**config.mk**
```make
export PLATFORM = sky130hd
export DESIGN_NAME = align_pipe_flat
export DESIGN_NICKNAME = d
export VERILOG_FILES = /design/src/rtl/align_pipe_if.sv /design/src/rtl/align_pipe.sv /design/src/flat_wrapper.sv
export SDC_FILE = /design/constraint.sdc
export NUM_CORES = 1
export LEC_CHECK = 0
export CORE_ASPECT_RATIO = 1.75
export CORE_MARGIN = 2
export CORE_UTILIZATION = 30
export DETAILED_ROUTE_END_ITERATION = 7
export GPL_TIMING_DRIVEN = 0
export SLEW_MARGIN = 20
export SYNTH_ARGS = -nofsm -noshare
export SYNTH_HDL_FRONTEND = slang
export SYNTH_SLANG_ARGS = --single-unit
```
**constraint.sdc**
```tcl
create_clock -name clk -period 5.5 [get_ports clk]
set_input_delay 1.65 -clock clk [delete_from_list [all_inputs] [get_ports clk]]
set_output_delay 1.65 -clock clk [all_outputs]
set_load 0.1 [all_outputs]
```
**src/rtl/align_pipe_if.sv**
```systemverilog
// Handshake and operand/result bundle for align_pipe.
// The slave modport is the aligner side; the master modport drives operands and consumes results.
interface align_pipe_if #(
    parameter int SIG_WIDTH   = 23,
    parameter int SHAMT_WIDTH = 7,
    parameter int TAG_WIDTH   = 4
);
    localparam int W = 3 * (SIG_WIDTH + 1) + 7;

    logic                   in_valid;
    logic                   in_ready;
    logic [SIG_WIDTH:0]     C;
    logic                   cSign;
    logic [SHAMT_WIDTH-1:0] shamt;
    logic [TAG_WIDTH-1:0]   in_tag;

    logic                   out_valid;
    logic                   out_ready;
    logic [W-1:0]           CAligned;
    logic                   sticky;
    logic [TAG_WIDTH-1:0]   out_tag;

    modport master (
        output in_valid, C, cSign, shamt, in_tag, out_ready,
        input  in_ready, out_valid, CAligned, sticky, out_tag
    );

    modport slave (
        input  in_valid, C, cSign, shamt, in_tag, out_ready,
        output in_ready, out_valid, CAligned, sticky, out_tag
    );
endinterface

```
**src/rtl/align_pipe.sv**
```systemverilog
// Two-stage addend aligner: coarse (multiple-of-8) shift in stage 1, fine shift,
// conditional inversion and final sticky in stage 2, with valid/ready flow control.
module align_pipe #(
    parameter int SIG_WIDTH   = 23,
    parameter int SHAMT_WIDTH = 7,
    parameter int TAG_WIDTH   = 4
) (
    input  logic        clk,
    input  logic        rst_n,
    align_pipe_if.slave bus
);
    localparam int W         = 3 * (SIG_WIDTH + 1) + 7;
    localparam int LOW_ZEROS = W - SIG_WIDTH - 3;

    logic [W-1:0]           ones;
    logic [W-1:0]           window;
    logic [SHAMT_WIDTH-1:0] coarse_amt;

    logic                   s1_valid_q, s1_valid_d;
    logic [W-1:0]           s1_data_q, s1_data_d;
    logic                   s1_sticky_q, s1_sticky_d;
    logic [2:0]             s1_fine_q, s1_fine_d;
    logic                   s1_sign_q, s1_sign_d;
    logic [TAG_WIDTH-1:0]   s1_tag_q, s1_tag_d;

    logic                   s2_valid_q, s2_valid_d;
    logic [W-1:0]           s2_data_q, s2_data_d;
    logic                   s2_sticky_q, s2_sticky_d;
    logic [TAG_WIDTH-1:0]   s2_tag_q, s2_tag_d;

    logic                   s1_adv, s2_adv;

    assign ones       = '1;
    assign window     = {2'b00, bus.C, {LOW_ZEROS{1'b0}}};
    assign coarse_amt = {bus.shamt[SHAMT_WIDTH-1:3], 3'b000};

    assign s2_adv = !s2_valid_q || bus.out_ready;
    assign s1_adv = !s1_valid_q || s2_adv;

    always_comb begin
        s1_valid_d  = s1_valid_q;
        s1_data_d   = s1_data_q;
        s1_sticky_d = s1_sticky_q;
        s1_fine_d   = s1_fine_q;
        s1_sign_d   = s1_sign_q;
        s1_tag_d    = s1_tag_q;
        if (s1_adv) begin
            s1_valid_d  = bus.in_valid;
            s1_data_d   = window >> coarse_amt;
            // Mask of the bits dropped by the coarse shift; saturates to all ones when coarse_amt >= W.
            s1_sticky_d = |(window & ~(ones << coarse_amt));
            s1_fine_d   = bus.shamt[2:0];
            s1_sign_d   = bus.cSign;
            s1_tag_d    = bus.in_tag;
        end
    end

    always_comb begin
        s2_valid_d  = s2_valid_q;
        s2_data_d   = s2_data_q;
        s2_sticky_d = s2_sticky_q;
        s2_tag_d    = s2_tag_q;
        if (s2_adv) begin
            s2_valid_d  = s1_valid_q;
            s2_data_d   = (s1_data_q >> s1_fine_q) ^ {W{s1_sign_q}};
            s2_sticky_d = s1_sticky_q | (|(s1_data_q & ~(ones << s1_fine_q)));
            s2_tag_d    = s1_tag_q;
        end
    end

    always_ff @(posedge clk or negedge rst_n) begin
        if (!rst_n) begin
            s1_valid_q <= 1'b0;
            s2_valid_q <= 1'b0;
        end else begin
            s1_valid_q <= s1_valid_d;
            s2_valid_q <= s2_valid_d;
        end
    end

    always_ff @(posedge clk) begin
        s1_data_q   <= s1_data_d;
        s1_sticky_q <= s1_sticky_d;
        s1_fine_q   <= s1_fine_d;
        s1_sign_q   <= s1_sign_d;
        s1_tag_q    <= s1_tag_d;
        s2_data_q   <= s2_data_d;
        s2_sticky_q <= s2_sticky_d;
        s2_tag_q    <= s2_tag_d;
    end

    assign bus.in_ready  = s1_adv;
    assign bus.out_valid = s2_valid_q;
    assign bus.CAligned  = s2_data_q;
    assign bus.sticky    = s2_sticky_q;
    assign bus.out_tag   = s2_tag_q;
endmodule

```
**src/flat_wrapper.sv**
```systemverilog
// flat-port wrapper written by rule: the top's interface ports become plain ports
module align_pipe_flat 
#(
    parameter int SIG_WIDTH   = 23,
    parameter int SHAMT_WIDTH = 7,
    parameter int TAG_WIDTH   = 4
)
  (clk, rst_n, bus_in_valid, bus_C, bus_cSign, bus_shamt, bus_in_tag, bus_out_ready, bus_in_ready, bus_out_valid, bus_CAligned, bus_sticky, bus_out_tag);
  align_pipe_if #(.SIG_WIDTH(SIG_WIDTH), .SHAMT_WIDTH(SHAMT_WIDTH), .TAG_WIDTH(TAG_WIDTH)) bus_i ();
  input  logic clk;
  input  logic rst_n;
  input wire logic [$bits(bus_i.in_valid)-1:0] bus_in_valid;
  input wire logic [$bits(bus_i.C)-1:0] bus_C;
  input wire logic [$bits(bus_i.cSign)-1:0] bus_cSign;
  input wire logic [$bits(bus_i.shamt)-1:0] bus_shamt;
  input wire logic [$bits(bus_i.in_tag)-1:0] bus_in_tag;
  input wire logic [$bits(bus_i.out_ready)-1:0] bus_out_ready;
  output wire logic [$bits(bus_i.in_ready)-1:0] bus_in_ready;
  output wire logic [$bits(bus_i.out_valid)-1:0] bus_out_valid;
  output wire logic [$bits(bus_i.CAligned)-1:0] bus_CAligned;
  output wire logic [$bits(bus_i.sticky)-1:0] bus_sticky;
  output wire logic [$bits(bus_i.out_tag)-1:0] bus_out_tag;
  assign bus_i.in_valid = bus_in_valid;
  assign bus_i.C = bus_C;
  assign bus_i.cSign = bus_cSign;
  assign bus_i.shamt = bus_shamt;
  assign bus_i.in_tag = bus_in_tag;
  assign bus_i.out_ready = bus_out_ready;
  assign bus_in_ready = bus_i.in_ready;
  assign bus_out_valid = bus_i.out_valid;
  assign bus_CAligned = bus_i.CAligned;
  assign bus_sticky = bus_i.sticky;
  assign bus_out_tag = bus_i.out_tag;
  align_pipe #(.SIG_WIDTH(SIG_WIDTH), .SHAMT_WIDTH(SHAMT_WIDTH), .TAG_WIDTH(TAG_WIDTH)) u_core (.clk(clk), .rst_n(rst_n), .bus(bus_i));
endmodule
```
-- Yosys cells after proc, flatten, opt, wreduce, memory -nomap -nowiden
Index checks and enable logic that the tools add are counted.
- shift-type cells: 4
- bitwise gates (word level): 6
- reduce and logical (&&, ||, !) cells: 6
- operators by type and width (cell ; count):
    $not 79->79 ; 2
    $reduce_or 79->1 ; 2
    $and 77x79->79 ; 1
    $and 79x79->79 ; 1
    $shl 79x3->79 const A ; 1
    $shl 79x7->79 const A ; 1
    $shr 77x7->79 ; 1
    $shr 79x3->79 ; 1
    $xor 79x79->79 ; 1
    $logic_not 1->1 ; 2
    $logic_or 1x1->1 ; 2
    $or 1x1->1 ; 1
- register bits after elaboration: 174
- input bits: 40
- output and inout bits: 86
- logic and storage cells: 26

-- Logic depth before layout (Yosys ltp)
Gate-level depths: netlist of run 1.
- depth after elaboration: 5
- depth in mapped cells: 8
- depth with buffers taken out: 4

-- Worst setup path after synthesis of run 1
OpenSTA, ideal clock, no wires.
- path type: input-to-output
- start: input port bus_out_ready
- end: output port bus_in_ready
- arrival time: 4319 ps
- required time: 3850 ps
- slack: -469 ps
- stages on the path: 1
- cells stage by stage: nand3b_1
- cells in the longest elaborated chain, start to end: 2
- ends and longest elaborated chain (item ; line ; source):
    start, declared ; flat_wrapper.sv:17 ; input wire logic [$bits(bus_i.out_ready)-1:0] bus_out_ready;
    $logic_or 1x1->1 ; align_pipe.sv:37 ; assign s2_adv = !s2_valid_q || bus.out_ready;
    $logic_or 1x1->1 ; align_pipe.sv:38 ; assign s1_adv = !s1_valid_q || s2_adv;
    end, declared ; flat_wrapper.sv:18 ; output wire logic [$bits(bus_i.in_ready)-1:0] bus_in_ready;
No other way between the ends.

-- Worst setup path after layout of run 1
Same ends and word-level chain as after synthesis.

==> results of run 1 <==
==> routing by layer <==
layer  vias to the layer above  part of all wire, %
met5                         -                    0
met4                         0                  3.7
met3                        56                  4.1
met2                       273                   53
met1                      3811                   39
li1                       3587                    -
==> logic make-up (layout without fill, tap and decap cells) <==
kind of cell / count (synthesis) / after routing / share of synthesized area, %
AND/OR/NAND/NOR: 134 / 134 / 6.37
multiplexers: 147 / 147 / 15.6
AO/OA/AOI/OAI: 227 / 227 / 16.3
XOR/XNOR: 77 / 77 / 6.62
buffers and inverters: 80 / 243 / 4.81
flip-flops: 171 / 171 / 50.3
==> worst max-delay path: cells and delay by family <==
family                 cells  cell delay [ns]
buffers and inverters      2             1.69
AND/OR/NAND/NOR            1             0.35
==> power by group through the flow <==
stage / registers [µW] / logic, µW / clock network (µW)
floorplan: 2660 / 583 / 0
global placement: 1810 / 1880 / 0
detailed placement: 1800 / 1900 / 0
CTS: 1770 / 1900 / 1150
global route: 1790 / 1980 / 1200
finish: 1770 / 1900 / 1120
==> synth_stat cells (2+ instances only) <==
cell type / number / area [µm²]
o21ai_0: 11 / 55.1
nor2_1: 54 / 203
a221oi_1: 51 / 447
buf_1: 4 / 15.0
o2bb2ai_1: 3 / 26.3
o22ai_1: 72 / 450
or2_2: 5 / 31.3
inv_1: 4 / 15.0
edfxtp_1: 169 / 5070
mux4_2: 2 / 45.0
mux2i_1: 73 / 731
buf_4: 3 / 22.5
o211ai_1: 5 / 37.5
nand2_1: 22 / 82.6
buf_2: 24 / 120
nand2b_1: 17 / 106
a22o_1: 6 / 52.6
and2_1: 9 / 56.3
a2bb2oi_1: 7 / 61.3
a21oi_1: 26 / 130
xnor2_1: 13 / 114
or4_1: 2 / 15.0
xor2_1: 64 / 561
nor2b_1: 12 / 75.1
nor3_1: 3 / 15.0
mux2_2: 72 / 811
o221ai_1: 6 / 52.6
clkbuf_1: 35 / 131
nor4_1: 3 / 18.8
a221oi_2: 6 / 90.1
dfrtp_1: 2 / 50.1
a22oi_1: 27 / 203
buf_12: 8 / 160
a221o_1: 2 / 20.0
or3_1: 3 / 18.8
==> per-stage QoR <==
| stage | TNS, ns | total power, µW | setup slack [ns] | utilization [%] |
|---|---|---|---|---|
| 6_report | 0 | 4790 | 0.156 | 37.6 |
| 5_1_grt | 0 | 4970 | 0.0371 | 37.6 |
| 4_1_cts | 0 | 4820 | 0.121 | 37.6 |
| 3_5_place_dp | 0 | 3700 | 0.121 | 36.0 |
| 3_3_place_gp | -66.02 | 3690 | -2.69 | 35.7 |
| 2_1_floorplan | -12.20 | 3240 | -0.469 | - |
==> placed cells by master, fill, tap and decap left out, drive strengths merged, types with 6 or more instances in the layout <==
cell type and n:
nor2b 12, and2 9, clkinv 6, xnor2 13, o21ai 11, mux2 72, nand2 23, mux2i 73
xor2 64, a22o 6, o22ai 72, nor2 54, inv 9, a221oi 57, o221ai 6, edfxtp 169
a2bb2oi 7, buf 48, clkbuf 53, clkdlybuf4s50 124, a22oi 27, a21oi 26, nand2b 17
==> registers in the layout, summed over array words and instances, names as in the netlist <==
signal and cells:
u_core.bus.out_tag 4, u_core.s1_sticky_q 1, u_core.s1_sign_q 1, u_core.bus.out_valid 1, u_core.s1_fine_q 3, u_core.s1_data_q 77
u_core.bus.sticky 1, u_core.s1_tag_q 4, u_core.bus.CAligned 78, u_core.s1_valid_q 1
==> final cells by class <==
cell class	instances	area [µm²]	share of cell area, %
Buffer	76	475	3.76
Clock buffer	18	429	3.39
Clock inverter	14	116	0.919
Inverter	4	15.0	0.119
Multi-Input combinational cell	585	4580	36.2
Sequential cell	171	5120	40.5
Tap cell	455	569	4.50
Timing Repair Buffer	131	1340	10.6
==> worst paths after layout <==
path                                                    endpoint  slack [ns]
worst min-delay path             u_core.bus.out_tag[3]$_DFFE_PP_        0.42
min in group asynchronous          u_core.s1_valid_q$_DFFE_PN0P_        1.36
max in group asynchronous       u_core.bus.out_valid$_DFFE_PN0P_        4.02
worst min register to register   u_core.bus.out_tag[3]$_DFFE_PP_        0.42
worst max register to register  u_core.bus.CAligned[5]$_DFFE_PP_        3.07
worst max-delay path                                bus_in_ready        0.16
==> metrics.md, run 1 <==
| Metric | Value |
|---|---|
| Status | `finished, final reports clean` |
| Clk Latency, worst-skew pair | `0.45 ns` |
| Routed wire length | `29.5 mm` |
| Gpl congestion | `0.902` |
| Cell mode on critical path | `clkdlybuf4s50_1` |
| Sequential Power Share | `37.0%` |
| Warnings, synthesis | `0` |
| Port Buffers | `124` |
| Maximum clock rate | `0.187 GHz` |
| Die width | `143 µm` |
| Top-level I/O count | `126` |
| Clk_skew | `0.0113 ns` |
| Net Switching | `2000 µW` |
| Mapped Nets | `876` |
| Int Pwr | `2790 µW` |
| Instance area after placement | `12100 µm²` |
| GRT overflow | `0` |
| Setup CP Type | `in2out` |
| Cts hold-fix bufs | `0` |
| Critical-path cell list | `clkdlybuf4s50_1 > nand3b_1 > clkdlybuf4s50_1` |
| Post-Place Cells | `1422` |
| Synth cell types | `46` |
| Post-DR wirelength/cell | `20.3 µm` |
| Via-per-instance ratio | `5.31` |
| P_leak | `0.00457 µW` |
| Seq/Total Area, Yosys | `50.3%` |
| Post-route cell area | `12700 µm²` |
| CP max stage delay | `1.22 ns` |
| Logic gate share of total power | `39.6%` |
| Resize count post-CTS | `0` |
| Total track usage | `16.7%` |
| Worst hold path depth | `0` |
| Netlist Area Pre-Place | `10200 µm²` |
| Actual slew at the worst max-slew pin | `1.03 ns` |
| Synthesized flop and latch total | `171` |
| # clock sinks | `171` |
| Detailed-route via count | `7727` |
| DP HPWL | `22.8 mm` |
| M2 GR Usage | `30.4%` |
| Clock buffer depth | `2` |
| CP Capture Type | `output port` |
| # DRC | `0` |
| Worst R2R Start | `u_core.s1_fine_q[1]$_DFFE_PP_` |
| Final Hold Slack | `0.420 ns` |
| Pins Over Slew Limit | `0` |
| Final Hold Vio Count | `0` |
| Post-synth EDFFs | `169` |
| Ant. Diodes | `0` |
| VDD IR max | `0.212 mV` |
| CTS HTree Levels | `4` |
| Worst R2R Path Depth | `6` |
| Vias in the first global route | `7821` |
| Min cycle time layout | `5.34 ns` |
| Clock root buffer | `clkbuf_16` |
| Critical path data arrival time | `3.69 ns` |
| Clk pwr share | `23.4%` |
| Initial antenna violation count | `0` |
| Post-CTS setup buffers | `0` |
| Synth-to-Final Area Change | `24.2%` |
| Synth Area per Inst | `12.2 µm²` |
| Largest net degree at the start of global routing | `58` |
| Hold Crit Start | `u_core.s1_tag_q[3]$_DFFE_PP_` |
| Cts bufs inserted | `17` |
| CP startpoint | `bus_out_ready` |
| Switching share of power | `41.8%` |
| CTS clk-pin slew, worst paths | `0.07 ns` |
| Pre-antenna DRT Iters | `5` |
| Post-Syn Instances | `836` |
| # rows | `89` |
| Gr busiest metal | `met2` |
| GRT met1 Usage | `19.1%` |
| Die ar. | `35500 µm²` |
| Core box area | `33600 µm²` |
| CTS tree | `done` |
| Maxcap violations | `0` |
| CP startpoint kind | `input pin` |
| Slew headroom | `31.3%` |
| CP max stage cell | `clkdlybuf4s50_1` |
| RSZ-0062 raised after global routing | `false` |
| First-pass GRT wire length | `44.8 mm` |
| Setup Viol. Count Final | `0` |
| Period utilisation layout | `97.2%` |
| # fillers | `3363` |
| HP Class | `reg2reg` |
| DRT iter0 DRCs | `684` |
| Initial core utilization | `30.3%` |
| CP required | `3.85 ns` |
| Die height | `248 µm` |
| Layout net count | `1026` |
| Most used DFF post-synth | `edfxtp_1` |
| Pwr dens | `378 nW/µm²` |
| Met3 Use GR | `2.28%` |
| Share of cells above drive strength 1 | `16.2%` |
| ANT nets after route | `0` |
| Fin cells | `1454` |
| Max Fanout on Critical Path | `8` |
| Ys async rst share | `1.17%` |
No activity file was read; power rests on OpenSTA's default activity.
==> run 2: changes to the inputs <==
CTS_CLUSTER_SIZE = 25   (was default)
==> results of run 2 <==
The final DEF is identical to that of run 1; final timing and power are the same.
